[config.mk]
export PLATFORM = sky130hd
export DESIGN_NAME = cmos_frame_crop
export DESIGN_NICKNAME = d
export VERILOG_FILES = /design/src/rtl/cmos_frame_crop.sv
export SDC_FILE = /design/constraint.sdc
export NUM_CORES = 1
export LEC_CHECK = 0
export BUFFER_PORTS_ARGS = -buffer_cell sky130_fd_sc_hd__buf_2
export CAP_MARGIN = 0
export CELL_PAD_IN_SITES_DETAIL_PLACEMENT = 1
export CELL_PAD_IN_SITES_GLOBAL_PLACEMENT = 1
export CORE_UTILIZATION = 40
export DETAILED_ROUTE_END_ITERATION = 10
export HOLD_SLACK_MARGIN = 0.03
export MAX_ROUTING_LAYER = met4
export PLACE_DENSITY = 0.75
export SETUP_SLACK_MARGIN = 0.05
export SLEW_MARGIN = 20
export SYNTH_ARGS = -nofsm -noshare
export SYNTH_HDL_FRONTEND = slang
export SYNTH_SLANG_ARGS = --single-unit
[constraint.sdc]
create_clock -name pclk -period 1.85 [get_ports pclk]
set_input_delay 0.185 -clock pclk [delete_from_list [all_inputs] [get_ports pclk]]
set_output_delay 0.185 -clock pclk [all_outputs]
set_load 0.005 [all_outputs]
[src/rtl/cmos_frame_crop.sv]
// -----------------------------------------------------------------------------
// cmos_frame_crop
//   Crops a programmable window out of the 16-bit CMOS pixel stream coming from
//   cmos_8_16bit and forwards it to the video_timing_data FIFO write port.
//   Runs entirely in the pclk domain. Output stays suppressed until a full frame
//   boundary has been seen, so a partial frame after reset never reaches the FIFO.
//
//   Build option: CMOS_FRAME_CROP_PATTERN_EN
//     defined   -> data_o carries 8 vertical RGB565 colour bars across the window
//     undefined -> data_o is the registered input pixel (no bar logic built)
//
// Ports
//   pclk       in   pixel clock, sole clock
//   rst        in   synchronous reset, active-high
//   vs_i       in   sensor vsync (polarity set by VS_POL)
//   de_i       in   pixel valid, one pixel per high cycle
//   data_i     in   RGB565 pixel
//   vs_o       out  vs_i delayed one cycle
//   de_o       out  pixel valid inside the crop window (1-cycle latency)
//   data_o     out  pixel registered together with de_o
//   locked     out  high while the FSM is in ACTIVE
//   frame_err  out  sticky: some frame ended short of V_START+V_ACTIVE lines
//   line_cnt   out  lines counted in the last completed frame (saturating)
//
// State  | meaning
// -------+----------------------------------------------------------------
// WAIT_VS| after reset; nothing forwarded until vsync is seen asserted
// SYNC   | inside vsync blanking; x/y held at zero
// ACTIVE | frame in progress; counting pixels/lines, window forwarded
// -----------------------------------------------------------------------------
module cmos_frame_crop #(
    parameter int H_START  = 0,
    parameter int H_ACTIVE = 480,
    parameter int V_START  = 0,
    parameter int V_ACTIVE = 272,
    parameter bit VS_POL   = 1'b1,
    parameter int CW       = 12
) (
    input  logic          pclk,
    input  logic          rst,
    input  logic          vs_i,
    input  logic          de_i,
    input  logic [15:0]   data_i,
    output logic          vs_o,
    output logic          de_o,
    output logic [15:0]   data_o,
    output logic          locked,
    output logic          frame_err,
    output logic [CW-1:0] line_cnt
);

    typedef enum logic [1:0] {
        WAIT_VS = 2'd0,
        SYNC    = 2'd1,
        ACTIVE  = 2'd2
    } state_t;

    // Window bounds held at CW+1 bits so START+ACTIVE never overflows.
    localparam logic [CW:0]   LP_H_LO  = (CW+1)'(H_START);
    localparam logic [CW:0]   LP_H_ACT = (CW+1)'(H_ACTIVE);
    localparam logic [CW:0]   LP_V_LO  = (CW+1)'(V_START);
    localparam logic [CW:0]   LP_V_ACT = (CW+1)'(V_ACTIVE);
    localparam logic [CW:0]   LP_V_END = (CW+1)'(V_START + V_ACTIVE);
    localparam logic [CW-1:0] LP_MAX   = {CW{1'b1}};
    localparam logic [CW-1:0] LP_ONE   = CW'(1);

    state_t          r_state;
    logic [CW-1:0]   r_x;
    logic [CW-1:0]   r_y;
    logic            r_vs_act_d;
    logic            r_de_d;
    logic            r_vs_o;
    logic            r_de_o;
    logic [15:0]     r_data_o;
    logic            r_locked;
    logic            r_frame_err;
    logic [CW-1:0]   r_line_cnt;

    logic            w_vs_act;
    logic            w_vs_start;
    logic            w_de_fall;
    logic [CW:0]     w_xrel;
    logic [CW:0]     w_yrel;
    logic            w_win;
    logic [CW-1:0]   w_x_inc;
    logic [CW-1:0]   w_y_inc;
    logic            w_short;
    logic [15:0]     w_pix;

    assign w_vs_act   = vs_i ^ ~VS_POL;
    assign w_vs_start = w_vs_act & ~r_vs_act_d;
    assign w_de_fall  = ~de_i & r_de_d;

    // Offset into the window. When the counter is below START the subtraction
    // wraps to a value above 2^CW, which can never be < ACTIVE, so a single
    // unsigned compare covers both bounds.
    assign w_xrel = {1'b0, r_x} - LP_H_LO;
    assign w_yrel = {1'b0, r_y} - LP_V_LO;
    assign w_win  = (w_xrel < LP_H_ACT) && (w_yrel < LP_V_ACT);

    assign w_x_inc = (r_x == LP_MAX) ? r_x : r_x + LP_ONE;
    assign w_y_inc = (r_y == LP_MAX) ? r_y : r_y + LP_ONE;
    assign w_short = ({1'b0, r_y} < LP_V_END);

`ifdef CMOS_FRAME_CROP_PATTERN_EN
    localparam logic [CW+3:0] LP_H_ACT_W = (CW+4)'(H_ACTIVE);
    localparam logic [CW+3:0] LP_BAR_MAX = (CW+4)'(7);

    logic [CW+3:0] w_bar_num;
    logic [CW+3:0] w_bar_q;
    logic [2:0]    w_bar_idx;

    assign w_bar_num = {w_xrel, 3'b000};
    assign w_bar_q   = w_bar_num / LP_H_ACT_W;
    // Outside the window the quotient is meaningless; clamp keeps it in range.
    assign w_bar_idx = (w_bar_q > LP_BAR_MAX) ? 3'd7 : w_bar_q[2:0];

    always_comb begin
        w_pix = 16'h0000;
        case (w_bar_idx)
            3'd0:    w_pix = 16'hFFFF;
            3'd1:    w_pix = 16'hFFE0;
            3'd2:    w_pix = 16'h07FF;
            3'd3:    w_pix = 16'h07E0;
            3'd4:    w_pix = 16'hF81F;
            3'd5:    w_pix = 16'hF800;
            3'd6:    w_pix = 16'h001F;
            default: w_pix = 16'h0000;
        endcase
    end
`else
    assign w_pix = data_i;
`endif

    always_ff @(posedge pclk) begin
        if (rst) begin
            r_state     <= WAIT_VS;
            r_x         <= '0;
            r_y         <= '0;
            r_vs_act_d  <= 1'b0;
            r_de_d      <= 1'b0;
            r_vs_o      <= 1'b0;
            r_de_o      <= 1'b0;
            r_data_o    <= 16'h0000;
            r_locked    <= 1'b0;
            r_frame_err <= 1'b0;
            r_line_cnt  <= '0;
        end else begin
            r_vs_act_d <= w_vs_act;
            r_de_d     <= de_i;
            r_vs_o     <= vs_i;

            if (de_i) begin
                r_data_o <= w_pix;
            end

            // A pixel coinciding with the vsync edge belongs to no frame.
            r_de_o <= de_i & w_win & (r_state == ACTIVE) & ~w_vs_start;

            case (r_state)
                WAIT_VS: begin
                    r_locked <= 1'b0;
                    if (w_vs_act) begin
                        r_state <= SYNC;
                    end
                end
                SYNC: begin
                    r_x <= '0;
                    r_y <= '0;
                    if (!w_vs_act) begin
                        r_state  <= ACTIVE;
                        r_locked <= 1'b1;
                    end
                end
                ACTIVE: begin
                    if (w_vs_start) begin
                        r_state     <= SYNC;
                        r_locked    <= 1'b0;
                        r_line_cnt  <= r_y;
                        r_frame_err <= r_frame_err | w_short;
                    end else if (w_de_fall) begin
                        r_x <= '0;
                        r_y <= w_y_inc;
                    end else if (de_i) begin
                        r_x <= w_x_inc;
                    end
                end
                default: begin
                    r_state  <= WAIT_VS;
                    r_locked <= 1'b0;
                end
            endcase
        end
    end

    assign vs_o      = r_vs_o;
    assign de_o      = r_de_o;
    assign data_o    = r_data_o;
    assign locked    = r_locked;
    assign frame_err = r_frame_err;
    assign line_cnt  = r_line_cnt;

endmodule

-- Yosys cells after proc, flatten, opt, wreduce, memory -nomap -nowiden
Index checks and enable logic that the tools add are counted.
- word-level logic and storage cells: 59
- input port bits: 20
- register bits: 59
- output and inout port bits: 32
- magnitude comparators: 2
- muxes and demuxes: 16
- bitwise operators: 9
- reduce and logical (&&, ||, !) cells: 8
- eq/ne operators: 12
- add/subtract/negate cells: 2
- operator list (cell ; number):
    $mux W12 ; 7
    $pmux W12 S2 ; 2
    $add A12 B1 Y12 const B ; 2
    $eq A12 B12 Y1 const B ; 2
    $lt A12 B9 Y1 const B ; 2
    $ne A2 B2 Y1 const B ; 6
    $reduce_and A4 Y1 ; 2
    $mux W2 ; 3
    $ne A3 B3 Y1 const B ; 2
    $pmux W2 S3 ; 1
    $and A1 B1 Y1 ; 5
    $reduce_and A2 Y1 ; 2
    $not A1 Y1 ; 3
    $reduce_and A3 Y1 ; 1
    $eq A2 B1 Y1 const B ; 1
    $eq A2 B2 Y1 const B ; 1
    $logic_not A2 Y1 ; 1
    $mux W1 ; 2
    $pmux W1 S2 ; 1
    $reduce_bool A2 Y1 ; 1
    $logic_and A1 B1 Y1 ; 1
    $or A1 B1 Y1 ; 1

-- Logic depth before layout (Yosys ltp)
- depth after elaboration: 6
- mapped depth: 7
- gate-level depth less buffers: 6

-- Least setup slack after synthesis
OpenSTA, ideal clock, no wires.
- path type: reg2reg
- from: reg r_x[0]
- to: reg r_x[8]
- stages on the path, launching flop included: 8
- buffers on the path: 1
- data required time: 1777 ps
- arrival time: 1639 ps
- slack: 138 ps
- cells stage by stage: dfxtp_1 ha_1 nand4_1 or2_4 o31ai_4 buf_6 a21oi_2 nor3_2
- word-level cells in the longest chain between the ends: 6
- ends and longest elaborated chain (what ; RTL line ; text):
    from (decl) ; 68 ; logic [CW-1:0] r_x;
    from (signal assigned) ; 185 ; r_x <= w_x_inc;
    $add A12 B1 Y12 ; 101 ; assign w_x_inc = (r_x == LP_MAX) ? r_x : r_x + LP_ONE;
    $mux W12 ; 101 ;
    $mux W12 ; 184 ; end else if (de_i) begin
    $mux W12 ; 181 ; end else if (w_de_fall) begin
    $mux W12 ; 176 ; if (w_vs_start) begin
    $pmux W12 S2 ; 160 ; case (r_state)
Parallel ways exist; a longest one is shown, timed or not. The select of a mux whose other input is x is not followed.
A chain may end at the register's enable or synchronous reset.

-- Worst setup path after layout
- from: reg r_x[0]
- to: reg r_x[10]
The elaborated chain is that of the path after synthesis.

==> flow_summary.rst <==
.. list-table::
   :header-rows: 1

   * - Metric
     - Value
   * - Max-slew violations
     - 0
   * - Initial standard-cell utilization of the core
     - 0.414
   * - Via count of the first global-routing pass
     - 2574
   * - Part of the power in combinational logic
     - 0.069
   * - Transition time of the tightest slew-check pin
     - 0.443 ns
   * - # Max-Cap Violations
     - 0
   * - Final critical path time including I/O delays and setup
     - 1.68 ns
   * - Setup crit start kind
     - register
   * - Avg Vias per Cell
     - 5.34
   * - Share of async-settable or async-resettable flops after synthesis
     - 0
   * - Flip-flop and latch count after synthesis
     - 59
   * - Worst clock skew
     - 0.0137 ns
   * - Fraction of the yosys area taken by sequential cells
     - 0.452
   * - Clock tree from TritonCTS
     - yes
   * - Cell taking the most area after synthesis
     - sky130_fd_sc_hd__dfxtp_1
   * - Count of unique library cells instantiated by Yosys
     - 44
   * - Worst Setup End Kind
     - register
   * - Drt first pass iters
     - 4
   * - Crit path DAT
     - 1.95 ns
   * - Proportion of power drawn by flip-flops and latches
     - 0.430
   * - IO Pins
     - 52
   * - Cell Area, Synth
     - 2610 um^2
   * - CTS max path bufs
     - 2
   * - DRC violation count after routing
     - 0
   * - Internal power
     - 2.39 mW
   * - Net count of the mapped netlist
     - 332
   * - Number of buffer cells added on primary ports
     - 51
   * - H-tree levels
     - 3
   * - Most frequent cell after synthesis
     - sky130_fd_sc_hd__dfxtp_1
   * - Top achievable clock speed
     - 596 MHz
   * - Run status
     - completed
   * - Cell at the root of the clock tree
     - sky130_fd_sc_hd__clkbuf_8
   * - Number of instances in the synthesized netlist
     - 310
   * - Top-area cell type share of the netlist area
     - 0.452
   * - Net count, final
     - 405
   * - # diodes
     - 0
   * - Width of the die
     - 82.8 um
   * - Reg-to-reg critical path startpoint
     - r_x[0]$_SDFFE_PP0P_
   * - Leading post-synthesis cells by instance count
     - sky130_fd_sc_hd__dfxtp_1 (59), sky130_fd_sc_hd__nand2_1 (41), sky130_fd_sc_hd__nor2_1 (39), sky130_fd_sc_hd__a21oi_1 (31), sky130_fd_sc_hd__mux2i_1 (17)
   * - Initial antenna violation count
     - 0
   * - Grt total ovfl
     - 0
   * - Syn avg cell area
     - 8.43 um^2
   * - Final routed wire length divided by cell count
     - 15.9 um
   * - Normalized max-slew margin
     - 0.697
   * - Core utilization of the finished layout
     - 0.536
   * - Beginning of the worst hold path
     - data_i[2]
   * - Number of buffers inserted during clock tree synthesis
     - 9
   * - Maximum number of pins on one net before global-route repair
     - 62
   * - Overall track demand over capacity in global routing
     - 0.231
   * - Total length of routed wires
     - 7370 um
   * - Number of nets still failing antenna checks after routing
     - 0
   * - Area Growth Syn to Fin
     - 29.4%
   * - IR drop worst, VDD
     - 0.628 mV
   * - Leak
     - 1.42 nW
   * - TritonCTS sink count
     - 59
   * - Switching share of total power
     - 0.215
   * - Setup repair after global routing missed its margin
     - yes
   * - Weighted congestion at the end of routability-driven global placement
     - 0.791
   * - Reg clk slew, reported paths
     - 0.07 ns
   * - Area contributors post-synth
     - sky130_fd_sc_hd__dfxtp_1 (45%), sky130_fd_sc_hd__mux2i_1 (6.5%), sky130_fd_sc_hd__a21oi_1 (5.9%), sky130_fd_sc_hd__nand2_1 (5.9%), sky130_fd_sc_hd__nor2_1 (5.6%)
   * - Number of flops mapped to enable cells by yosys
     - 0
   * - Global-route wire length before repair
     - 12300 um
   * - Count of routing violations after the opening detailed-route iteration
     - 96
   * - Total via count in the routed design
     - 2482
   * - Clock latency at the later pin of the worst-skew pair
     - 0.35 ns
   * - Die ar.
     - 6860 um^2
   * - Area of the core
     - 6310 um^2
   * - Commonest register cell after synthesis
     - sky130_fd_sc_hd__dfxtp_1
   * - Power per standard cell area
     - 901 nW/um^2
   * - Share of the clock period used by the worst path after layout
     - 0.907
   * - Maximum fanout count along the critical path
     - 5
   * - Switching power of the nets
     - 0.656 mW
   * - Vertical die dimension
     - 82.8 um
   * - Start point of the critical path
     - r_x[0]$_SDFFE_PP0P_
   * - Hold Vio Cnt, Final
     - 0
   * - Warnings from Yosys
     - 0
   * - Class of the most critical setup path
     - reg2reg
   * - Clock power frac
     - 0.501
   * - Final hold slack
     - 0.0833 ns
   * - Class of the tightest hold or removal check
     - in2reg
   * - Fill count
     - 791
   * - Post-DP HPWL
     - 5060 um
   * - Number of setup violations in the final report
     - 0
   * - Cell row count
     - 29
   * - Layout cell share with drive strength beyond 1
     - 0.278
   * - Required time at the worst-slack endpoint
     - 2.12 ns
==> flip-flops by register name, summed over array words and instances (netlist names) <==
signal / cells
data_o: 16
de_o: 1
frame_err: 1
line_cnt: 12
locked: 1
r_de_d: 1
r_state: 2
r_x: 12
r_y: 12
vs_o: 1
==> metal layers <==
| layer | share of wire | up-vias | GRT usage |
|---|---|---|---|
| met5 | 0 | - | - |
| met4 | 0.019 | 0 | 0.0940 |
| met3 | 0.044 | 17 | 0.0666 |
| met2 | 0.46 | 58 | 0.342 |
| met1 | 0.48 | 1172 | 0.296 |
| li1 | - | 1235 | - |
==> worst paths after layout <==
check / endpoint / slack (ns) / cells after the start
worst max-delay path: r_x[10]$_SDFFE_PP0P_ / 0.17 / 5
worst min-delay path: data_o[2]$_SDFFE_PP0P_ / 0.08 / 3
worst max register to register: r_x[10]$_SDFFE_PP0P_ / 0.17 / 5
worst min register to register: line_cnt[6]$_SDFFE_PP0P_ / 0.45 / 2
==> power groups by stage <==
| stage | Combinational, mW | Clock, mW | Sequential (mW) |
|---|---|---|---|
| after floorplan | 0.115 | 0 | 1.34 |
| after global placement | 0.199 | 0 | 1.34 |
| after detailed placement | 0.203 | 0 | 1.34 |
| after CTS | 0.209 | 1.54 | 1.31 |
| after global routing | 0.233 | 1.61 | 1.32 |
| final | 0.211 | 1.53 | 1.31 |
==> critical path, cell delays in order (launching register included) <==
cell and delay (ns):
sky130_fd_sc_hd__dfxtp_2 0.36, sky130_fd_sc_hd__ha_1 0.17, sky130_fd_sc_hd__nand4_1 0.13, sky130_fd_sc_hd__or2_4 0.28, sky130_fd_sc_hd__or4_1 0.51, sky130_fd_sc_hd__a21oi_2 0.16
==> what timing repair did <==
| action | 4_1_cts | 5_1_grt |
|---|---|---|
| buffers inserted | 0 | 0 |
| pin swaps | 0 | 2 |
| cloned | 0 | 0 |
| hold buffers | 0 | 0 |
| endpoints found under the setup margin | 6 | 15 |
| gates resized for setup | 2 | 5 |
==> per-stage QoR <==
stage | power (mW) | worst slack [ns] | cells | TNS (ns) | cell area, um^2
global placement | 1.54 | 0.108 | 449 | 0 | 3090
finish | 3.05 | 0.171 | 465 | 0 | 3380
CTS | 3.06 | 0.0331 | 465 | 0 | 3360
global route | 3.16 | 0.0436 | 465 | 0 | 3380
floorplan | 1.46 | 0.138 | 310 | 0 | 2610
detailed placement | 1.54 | -0.00553 | 449 | -0.00553 | 3090
==> placed cells by master, fill, tap and decap left out, types with 3 or more instances in the layout <==
cell and n:
sky130_fd_sc_hd__nand3b_1 3, sky130_fd_sc_hd__bufinv_16 3, sky130_fd_sc_hd__nand2b_1 9, sky130_fd_sc_hd__nor2b_1 7, sky130_fd_sc_hd__a21oi_1 31, sky130_fd_sc_hd__o21ai_1 10, sky130_fd_sc_hd__dfxtp_1 57, sky130_fd_sc_hd__mux2i_1 17
sky130_fd_sc_hd__clkbuf_8 12, sky130_fd_sc_hd__nor2_1 39, sky130_fd_sc_hd__buf_4 22, sky130_fd_sc_hd__buf_2 51, sky130_fd_sc_hd__nor3_1 8, sky130_fd_sc_hd__o32ai_1 4, sky130_fd_sc_hd__nand4_1 4, sky130_fd_sc_hd__nand3_1 14
sky130_fd_sc_hd__inv_1 6, sky130_fd_sc_hd__nand2_1 41, sky130_fd_sc_hd__or3_1 5, sky130_fd_sc_hd__a31oi_1 5
==> kinds of logic (layout without fill, tap and decap cells) <==
| kind of cell | after synthesis | after routing | synth area share |
|---|---|---|---|
| buf+inv | 19 | 97 | 0.0330 |
| compound gates | 65 | 65 | 0.158 |
| flops | 59 | 59 | 0.452 |
| simple gates | 148 | 148 | 0.282 |
| mux | 17 | 17 | 0.0651 |
| fa+ha+maj | 2 | 2 | 0.00957 |
==> layout make-up <==
type | instances | area (um^2) | share of cell area
multi-input cells | 232 | 1370 | 0.405
flip-flops and latches | 59 | 1180 | 0.350
repair buffers | 75 | 452 | 0.134
clock buffers | 12 | 165 | 0.0488
well taps | 77 | 96.3 | 0.0285
clock inverters | 4 | 95.1 | 0.0281
inverters | 6 | 22.5 | 0.00666
Power figures use the tool's default switching activity.
